==> config.mk <==
export PLATFORM = sky130hd
export DESIGN_NAME = led_matrix_scan_driver
export DESIGN_NICKNAME = d
export VERILOG_FILES = /design/src/rtl/led_matrix_scan_driver_pkg.sv /design/src/rtl/led_matrix_scan_driver_tick_gen.sv /design/src/rtl/led_matrix_scan_driver.sv
export SDC_FILE = /design/constraint.sdc
export NUM_CORES = 1
export LEC_CHECK = 0
export ABC_AREA = 1
export CAP_MARGIN = 15
export CORE_ASPECT_RATIO = 1.1
export CORE_MARGIN = 8
export CORE_UTILIZATION = 50
export DETAILED_ROUTE_END_ITERATION = 7
export GPL_TIMING_DRIVEN = 0
export PLACE_DENSITY = 0.67
export SKIP_CTS_REPAIR_TIMING = 1
export SYNTH_ARGS = -nofsm -noshare
export SYNTH_HDL_FRONTEND = slang
export SYNTH_SLANG_ARGS = --single-unit
==> constraint.sdc <==
create_clock -name clk_in -period 14.7 [get_ports clk_in]
set_input_delay 2.94 -clock clk_in [delete_from_list [all_inputs] [get_ports clk_in]]
set_output_delay 2.94 -clock clk_in [all_outputs]
set_load 0.05 [all_outputs]
==> src/rtl/led_matrix_scan_driver_pkg.sv <==
// Shared types and helpers for the LED matrix scan driver.
package led_scan_pkg;

   typedef enum logic [1:0] {
      BLANK,
      ON,
      OFF
   } scan_state_t;

   function automatic int unsigned clog2(input int unsigned v);
      int unsigned r;
      r = 0;
      while ((32'd1 << r) < v) r++;
      return (r == 0) ? 1 : r;
   endfunction

   function automatic logic act_anode(input logic on, input logic act_high);
      return act_high ? on : ~on;
   endfunction

   function automatic logic act_cathode(input logic on, input logic act_low);
      return act_low ? ~on : on;
   endfunction

endpackage

==> src/rtl/led_matrix_scan_driver_tick_gen.sv <==
// Clock-enable prescaler: one-cycle tick every DIV clk_i cycles, no derived clock.
module scan_tick_gen
   import led_scan_pkg::*;
#(
   parameter int unsigned DIV = 50000
) (
   input  logic clk_i,
   input  logic rst_i,
   output logic tick_o
);

   localparam int unsigned CW = clog2(DIV);

   logic [CW-1:0] cnt_q, cnt_d;

   assign tick_o = (cnt_q == CW'(DIV - 1));

   always_comb begin
      cnt_d = tick_o ? '0 : cnt_q + CW'(1);
   end

   always_ff @(posedge clk_i or posedge rst_i) begin
      if (rst_i) cnt_q <= '0;
      else       cnt_q <= cnt_d;
   end

endmodule

==> src/rtl/led_matrix_scan_driver.sv <==
// Row-scanning LED matrix driver: double-buffered frame store, per-row blanking,
// global PWM brightness, all scan state advanced on the prescaler tick.
module led_matrix_scan_driver
   import led_scan_pkg::*;
#(
   parameter int unsigned ROWS            = 8,
   parameter int unsigned COLS            = 8,
   parameter int unsigned DIV             = 50000,
   parameter int unsigned BLANK_TICKS     = 1,
   parameter int unsigned BW              = 3,
   parameter bit          ANODE_ACT_HIGH  = 1'b1,
   parameter bit          CATHODE_ACT_LOW = 1'b1
) (
   input  logic                   clk_in,
   input  logic                   reset,
   input  logic                   wr_en,
   input  logic [clog2(ROWS)-1:0] wr_row,
   input  logic [COLS-1:0]        wr_data,
   input  logic                   commit,
   input  logic [BW-1:0]          brightness,
   output logic                   commit_pending,
   output logic                   frame_start,
   output logic [ROWS-1:0]        out_anode,
   output logic [COLS-1:0]        out_cathode
);

   localparam int unsigned     RW           = clog2(ROWS);
   localparam int unsigned     PWM_MAX      = (32'd1 << BW) - 32'd1;
   localparam logic [ROWS-1:0] ANODE_IDLE   = {ROWS{act_anode(1'b0, ANODE_ACT_HIGH)}};
   localparam logic [COLS-1:0] CATHODE_IDLE = {COLS{act_cathode(1'b0, CATHODE_ACT_LOW)}};

   logic tick;

   scan_tick_gen #(.DIV(DIV)) u_tick (
      .clk_i (clk_in),
      .rst_i (reset),
      .tick_o(tick)
   );

   scan_state_t     state_q, state_d;
   logic [RW-1:0]   row_q, row_d;
   logic [31:0]     cnt_q, cnt_d;
   logic [31:0]     lvl;
   logic [BW-1:0]   b_q, b_d;
   logic            pending_q, pending_d;
   logic            first_q;
   logic            fs_q, fs_d;
   logic            swap, next_row;
   logic [ROWS-1:0] anode_q, anode_d;
   logic [COLS-1:0] cathode_q, cathode_d;
   logic [COLS-1:0] shadow_q [ROWS];
   logic [COLS-1:0] active_q [ROWS];

   always_comb begin
      state_d  = state_q;
      row_d    = row_q;
      cnt_d    = cnt_q;
      b_d      = b_q;
      fs_d     = 1'b0;
      swap     = 1'b0;
      next_row = 1'b0;
      lvl      = 32'(b_q);

      // The first cycle after reset counts as entering row 0's BLANK.
      if (first_q) begin
         b_d  = brightness;
         fs_d = 1'b1;
      end else if (tick) begin
         case (state_q)
            BLANK: begin
               if (cnt_q == BLANK_TICKS - 32'd1) begin
                  cnt_d   = '0;
                  state_d = (lvl != 32'd0) ? ON : OFF;
               end else begin
                  cnt_d = cnt_q + 32'd1;
               end
            end
            ON: begin
               if (cnt_q == lvl - 32'd1) begin
                  cnt_d = '0;
                  if (lvl == PWM_MAX) next_row = 1'b1;
                  else                state_d  = OFF;
               end else begin
                  cnt_d = cnt_q + 32'd1;
               end
            end
            OFF: begin
               if (cnt_q == PWM_MAX - lvl - 32'd1) begin
                  cnt_d    = '0;
                  next_row = 1'b1;
               end else begin
                  cnt_d = cnt_q + 32'd1;
               end
            end
            default: state_d = BLANK;
         endcase

         if (next_row) begin
            state_d = BLANK;
            b_d     = brightness;
            if (row_q == RW'(ROWS - 1)) begin
               row_d = '0;
               fs_d  = 1'b1;
               swap  = pending_q;
            end else begin
               row_d = row_q + RW'(1);
            end
         end
      end

      // Commit on the swap edge re-arms for the following frame.
      pending_d = commit | (pending_q & ~swap);

      anode_d   = ANODE_IDLE;
      cathode_d = CATHODE_IDLE;
      for (int unsigned r = 0; r < ROWS; r++)
         anode_d[r] = act_anode((state_d == ON) && (row_d == RW'(r)), ANODE_ACT_HIGH);
      for (int unsigned c = 0; c < COLS; c++)
         cathode_d[c] = act_cathode((state_d == ON) && active_q[row_d][c], CATHODE_ACT_LOW);
   end

   always_ff @(posedge clk_in or posedge reset) begin
      if (reset) begin
         state_q   <= BLANK;
         row_q     <= '0;
         cnt_q     <= '0;
         b_q       <= '0;
         pending_q <= 1'b0;
         first_q   <= 1'b1;
         fs_q      <= 1'b0;
         anode_q   <= ANODE_IDLE;
         cathode_q <= CATHODE_IDLE;
      end else begin
         state_q   <= state_d;
         row_q     <= row_d;
         cnt_q     <= cnt_d;
         b_q       <= b_d;
         pending_q <= pending_d;
         first_q   <= 1'b0;
         fs_q      <= fs_d;
         anode_q   <= anode_d;
         cathode_q <= cathode_d;
      end
   end

   always_ff @(posedge clk_in or posedge reset) begin
      if (reset) begin
         for (int unsigned r = 0; r < ROWS; r++) begin
            shadow_q[r] <= '0;
            active_q[r] <= '0;
         end
      end else begin
         if (swap) begin
            for (int unsigned r = 0; r < ROWS; r++) active_q[r] <= shadow_q[r];
         end
         if (wr_en && (32'(wr_row) < ROWS)) shadow_q[wr_row] <= wr_data;
      end
   end

   assign commit_pending = pending_q;
   assign frame_start    = fs_q;
   assign out_anode      = anode_q;
   assign out_cathode    = cathode_q;

endmodule

# == Yosys cells after proc, flatten, opt, wreduce, memory -nomap -nowiden ==
# Index checks and enable logic that the tools add are counted.
# totals
reg_bits,203
output_inout_bits,18
elab_cells,130
# op_classes
n_addsub,6
n_lt_le_gt_ge,3
n_eq_ne,15
mux,40
n_bitwise,14
reduce_logical,26
# op_table
cell,count
$mux 32,3
$pmux 32 s3,1
$bwmux 64,1
$eq 32x32->1,2
$add 32x1->32 const B,1
$logic_not 32->1,1
$bmux 8 s3,1
$demux 8 s3,1
$mux 8,3
$mux 3,7
$eq 3x3->1 const B,6
$logic_and 1x1->1,17
$add 16x1->16 const B,1
$eq 16x16->1 const B,1
$mux 16,1
$mux 2,7
$mux 1,13
$not 1->1,10
$ge 4x4->1 const B,2
$not 3->4,2
$eq 3x2->1 const B,2
$pmux 2 s3,1
$reduce_bool 3->1,2
$sub 4x2->5 const B,1
other kinds (15),17

# == Logic depth before layout (Yosys ltp) ==
# logic_depth
depth_word,16
mapped_depth,20

# == By module ==
# Synthesis repeated with hierarchy kept, for this count alone.
# hier_totals
hier_cells,1161
hier_area_um2,10022.1
# modules_own_cells
module,n_inst,cells_per_inst,area_per_inst_um2,seq_area_each_um2
led_matrix_scan_driver,1,1040,9128.8,4690.7
scan_tick_gen,1,121,893.4,400.4

# == Least setup slack after synthesis ==
# OpenSTA, ideal clock, no wires.
# synth_path
path_kind,input port to flip-flop
startpoint,input port wr_row[1]
endpoint,register shadow_q[0] (netlist bit)
setup_time_ps,131
arrival_ps,3777
t_required_ps,14569
slack_ps,10793
cell_stages,4
path_buffers,1
cell_sequence,inv_1 -> nor3_1 -> clkbuf_1 -> o21ai_0
# synth_via
elab_chain_cells,6
elab_cells_between_ends,7
cone_classes,2 x order compare; 3 x mux; 1 x bitwise; 1 x reduce/logical
# synth_rtl
element,line,source
from (decl),led_matrix_scan_driver.sv:17,"input logic [clog2(ROWS)-1:0] wr_row,"
$not 3->4 (implied by the code) (*),led_matrix_scan_driver.sv:156,if (wr_en && (32'(wr_row) < ROWS)) shadow_q[wr_row] <= wr_data;
$ge 4x4->1 (implied by the code) / $lt 4x1->1 (equally long branches),led_matrix_scan_driver.sv:156,
$logic_and 1x1->1 (implied by the code),led_matrix_scan_driver.sv:156,
$mux 8 (implied by the code),led_matrix_scan_driver.sv:156,
$demux 8 s3 (*),led_matrix_scan_driver.sv:156,
$bwmux 64 (*),led_matrix_scan_driver.sv:156,
"to (signal, indexed assignment)",led_matrix_scan_driver.sv:156,
to (decl),led_matrix_scan_driver.sv:51,logic [COLS-1:0] shadow_q [ROWS];
# Every way passes the cells marked *; elsewhere a longest branch is shown, timed or not.
# A chain may end at the register's enable or synchronous reset.

# == Final worst setup path ==
# layout_path
startpoint,register cathode_q[1] (netlist: out_cathode[1])
endpoint,output port out_cathode[1]
# layout_lines
element,line,source
from (decl),led_matrix_scan_driver.sv:50,"logic [COLS-1:0] cathode_q, cathode_d;"
from (signal assigned),led_matrix_scan_driver.sv:142,cathode_q <= cathode_d;
to (decl),led_matrix_scan_driver.sv:24,output logic [COLS-1:0] out_cathode
# No word-level cell between the ends.

==> out/results.tsv <==
stage	metric	value	unit
run_status	status	completed	
critical_path	r2r-start	b_q[0]	
yosys	syn-num-nets	1292	
yosys	synth_top_family_by_area	simple AND/OR/NAND/NOR gates	
grt	grt_pass1_wl	39300	µm
drt	vias	7929	
timing	hold_viol	0	
floorplanning	die-area	25000	µm²
yosys	yosys-mux-area-fraction	0	
floorplanning	fp.coreArea	19900	µm²
power	internal_power	971	µW
timing	slew_violations	0	
cts	clk_latency	520	ps
grt	first_global_vias	7880	
cells_and_area	drive_gt1_frac	0.0869	
placement	pre_cts_ws	9590	ps
placement	port_buffers	35	
critical_path	path_class	reg2out	
grt	grt_usage	0.196	
timing	worst_pin_slew	934	ps
yosys	synth_seq_area_share	0.503	
floorplanning	die_w	152	µm
run	cap_violations	0	
placement	place_congestion	0.920	
cts	cts_sinks	203	
drt	ant_nets	0	
critical_path	r2r_setup_slack	11930	ps
drt	firstDrtPassIters	5	
cells_and_area	nNetsFinal	1353	
cts	clk_pin_slew	60	ps
critical_path	cp.required	11760	ps
critical_path	r2r_cells	15	
cts	cts_made_buffers	23	
yosys	avgSynthCellArea	8.03	µm²
power	ir_drop	0.0000994	V
yosys	synth-simple-area-share	0.243	
placement	dp_hpwl	17000	µm
drt	drt-initial-drc-count	420	
timing	min_period_over_period	0.327	
critical_path	crit_family	buffers and inverters	
critical_path	cp-startpoint	out_cathode[1]	
cells_and_area	area_growth	14.3	%
cts	cts_max_level	1	
timing	fmax	208	MHz
cells_and_area	final_cell_mix	nand2_1 (357), inv_1 (208), dfrtp_1 (194)	
timing	setup_viol	0	
power	combPwrFrac	0.061	
power	p_switching	295	µW
critical_path	path_cells	clkdlybuf4s50_1	
power	power_density	109	nW/µm²
power	p_leak	0.00562	µW
timing	rsz0062_at_grt	no	
critical_path	timing.rr.end	out_cathode[1]	
yosys	synthXorXnorAreaFrac	0.0199	
critical_path	worst-path-max-fanout	1	
drt	drt-total-wl	23500	µm
worst_hold_path	hold_path_class	reg2reg	
floorplanning	start_util	0.509	
timing	clock_skew	19.6	ps
yosys	synth_seq_cells	203	
floorplanning	die-height	165	µm
critical_path	cp.depth	1	
cells_and_area	fill_cells	1873	
floorplanning	ios	36	
yosys	syn_inst	1259	
cts	ctsRootBufferMaster	clkbuf_16	
drt	drcViolationCount	0	
grt	grt.overflow.total	0	
grt	grt_max_degree	110	
timing	post-route-min-period	4810	ps
critical_path	max_stage_delay	800	ps
cts	cts_buffer_depth	3	
timing	slew_headroom	0.372	
drt	via_per_inst	5.00	
timing	tns	0	ps
yosys	yosys_warnings	0	
cts	cts_tree	done	
yosys	synth_area	10100	µm²
yosys	synthAdderAreaFrac	0.0186	
cells_and_area	num_antenna_cells	0	
critical_path	setup.worst_path.end	out_cathode[1]	
critical_path	end_kind	output port	
floorplanning	rows	54	
yosys	synth.distinct_cells	48	
timing	setup_ws	9890	ps
power	switching_share	0.233	
yosys	synth-compound-area-share	0.105	
power	clkPwrFrac	0.455	
critical_path	cp_data_arrival_time	1870	ps
critical_path	cp-start-kind	flip-flop	
cells_and_area	final_common_cell	nand2_1	
cells_and_area	fin_cells	1587	
power	p_seq_frac	0.484	
drt	wl_per_cell	14.8	µm
critical_path	cp_slowest_cell	clkdlybuf4s50_1	
grt	antenna_found_initial	0	
placement	placed_cells	1547	
critical_path	timing.critical_path.buf_inv	1	
## per-stage QoR
step                area [µm²]  total power (µW)  hold WS (ps)  utilization
floorplan                10100               671           433            -
global placement         10800               695           447        0.543
detailed placement       10800               699           458        0.545
CTS                      11600              1280           466        0.582
global route             11600              1320           494        0.582
finish                   11600              1270           464        0.582
## area by class of cell
| class | instances | area, µm² | share of cell area |
|---|---|---|---|
| buffer | 38 | 280 | 0.0242 |
| clock buffer | 32 | 629 | 0.0544 |
| clock inverter | 8 | 121 | 0.0105 |
| inverter | 220 | 833 | 0.0720 |
| multi-input combinational | 798 | 3920 | 0.339 |
| sequential | 203 | 5090 | 0.440 |
| tap | 252 | 315 | 0.0273 |
| timing repair buffer | 36 | 378 | 0.0327 |
## routing by layer
metal,routed length (µm),share of wire,up-vias,GRT usage
met5,0,0,-,0
met4,641,0.027,0,0.0642
met3,867,0.037,43,0.0256
met2,11700,0.50,131,0.345
met1,10200,0.44,3692,0.245
li1,-,-,4063,-
## state kept, by name, summed over array words and instances (netlist names)
signal	count
row_q	3
commit_pending	1
frame_start	1
first_q	1
out_cathode	8
u_tick.cnt_q	16
active_q	64
cnt_q	32
out_anode	8
b_q	3
state_q	2
shadow_q	64
## worst min-delay path by stage
stage | cells past startpoint | start | slack [ps] | endpoint
6_report | 1 | u_tick.cnt_q[15] | 460 | u_tick.cnt_q[15]
4_1_cts | 1 | u_tick.cnt_q[15] | 470 | u_tick.cnt_q[15]
5_1_grt | 1 | u_tick.cnt_q[15] | 490 | u_tick.cnt_q[15]
3_3_place_gp | 1 | u_tick.cnt_q[15] | 450 | u_tick.cnt_q[15]
3_5_place_dp | 1 | u_tick.cnt_q[15] | 460 | u_tick.cnt_q[15]
2_1_floorplan | 1 | u_tick.cnt_q[0] | 430 | u_tick.cnt_q[0]
## cells by family (layout without fill, tap and decap cells)
logic type	Yosys count	after routing
AOI/OAI and AO/OA	200	200
xor gates and xnor gates	23	23
adders and majority gates	15	15
buffers and inverters	258	334
DFF	203	203
other	1	1
and+or+nand+nor	559	559
## Yosys cell counts, drive strengths merged
library cell,count,share of area
a21boi,1,0.0011
a21o,1,0.00074
a21oi,12,0.0059
a31oi,1,0.00062
and2,1,0.00062
buf,26,0.023
clkbuf,12,0.0046
clkinv,1,0.00037
conb,1,0.00037
dfrtp,194,0.48
dfstp,9,0.023
ha,15,0.019
inv,219,0.081
nand2,369,0.14
nand2b,1,0.00062
nand3,50,0.029
nand3b,16,0.012
nand4,14,0.011
nor2,89,0.036
nor3,12,0.0082
nor3b,1,0.00074
nor4,5,0.0037
o211ai,3,0.0022
o21a,1,0.00074
o21ai,163,0.082
o22ai,17,0.011
o311ai,1,0.00087
or2,1,0.00062
xnor2,3,0.0026
xor2,20,0.017
## power groups by stage
stage | logic (µW) | clock network [µW] | registers (µW)
4_1_cts | 79.2 | 587 | 612
5_1_grt | 92.3 | 607 | 616
6_report | 77.5 | 577 | 612
3_3_place_gp | 75.2 | 0 | 620
3_5_place_dp | 78.1 | 0 | 621
2_1_floorplan | 53.8 | 0 | 617
No activity file was read; power rests on OpenSTA's default activity.
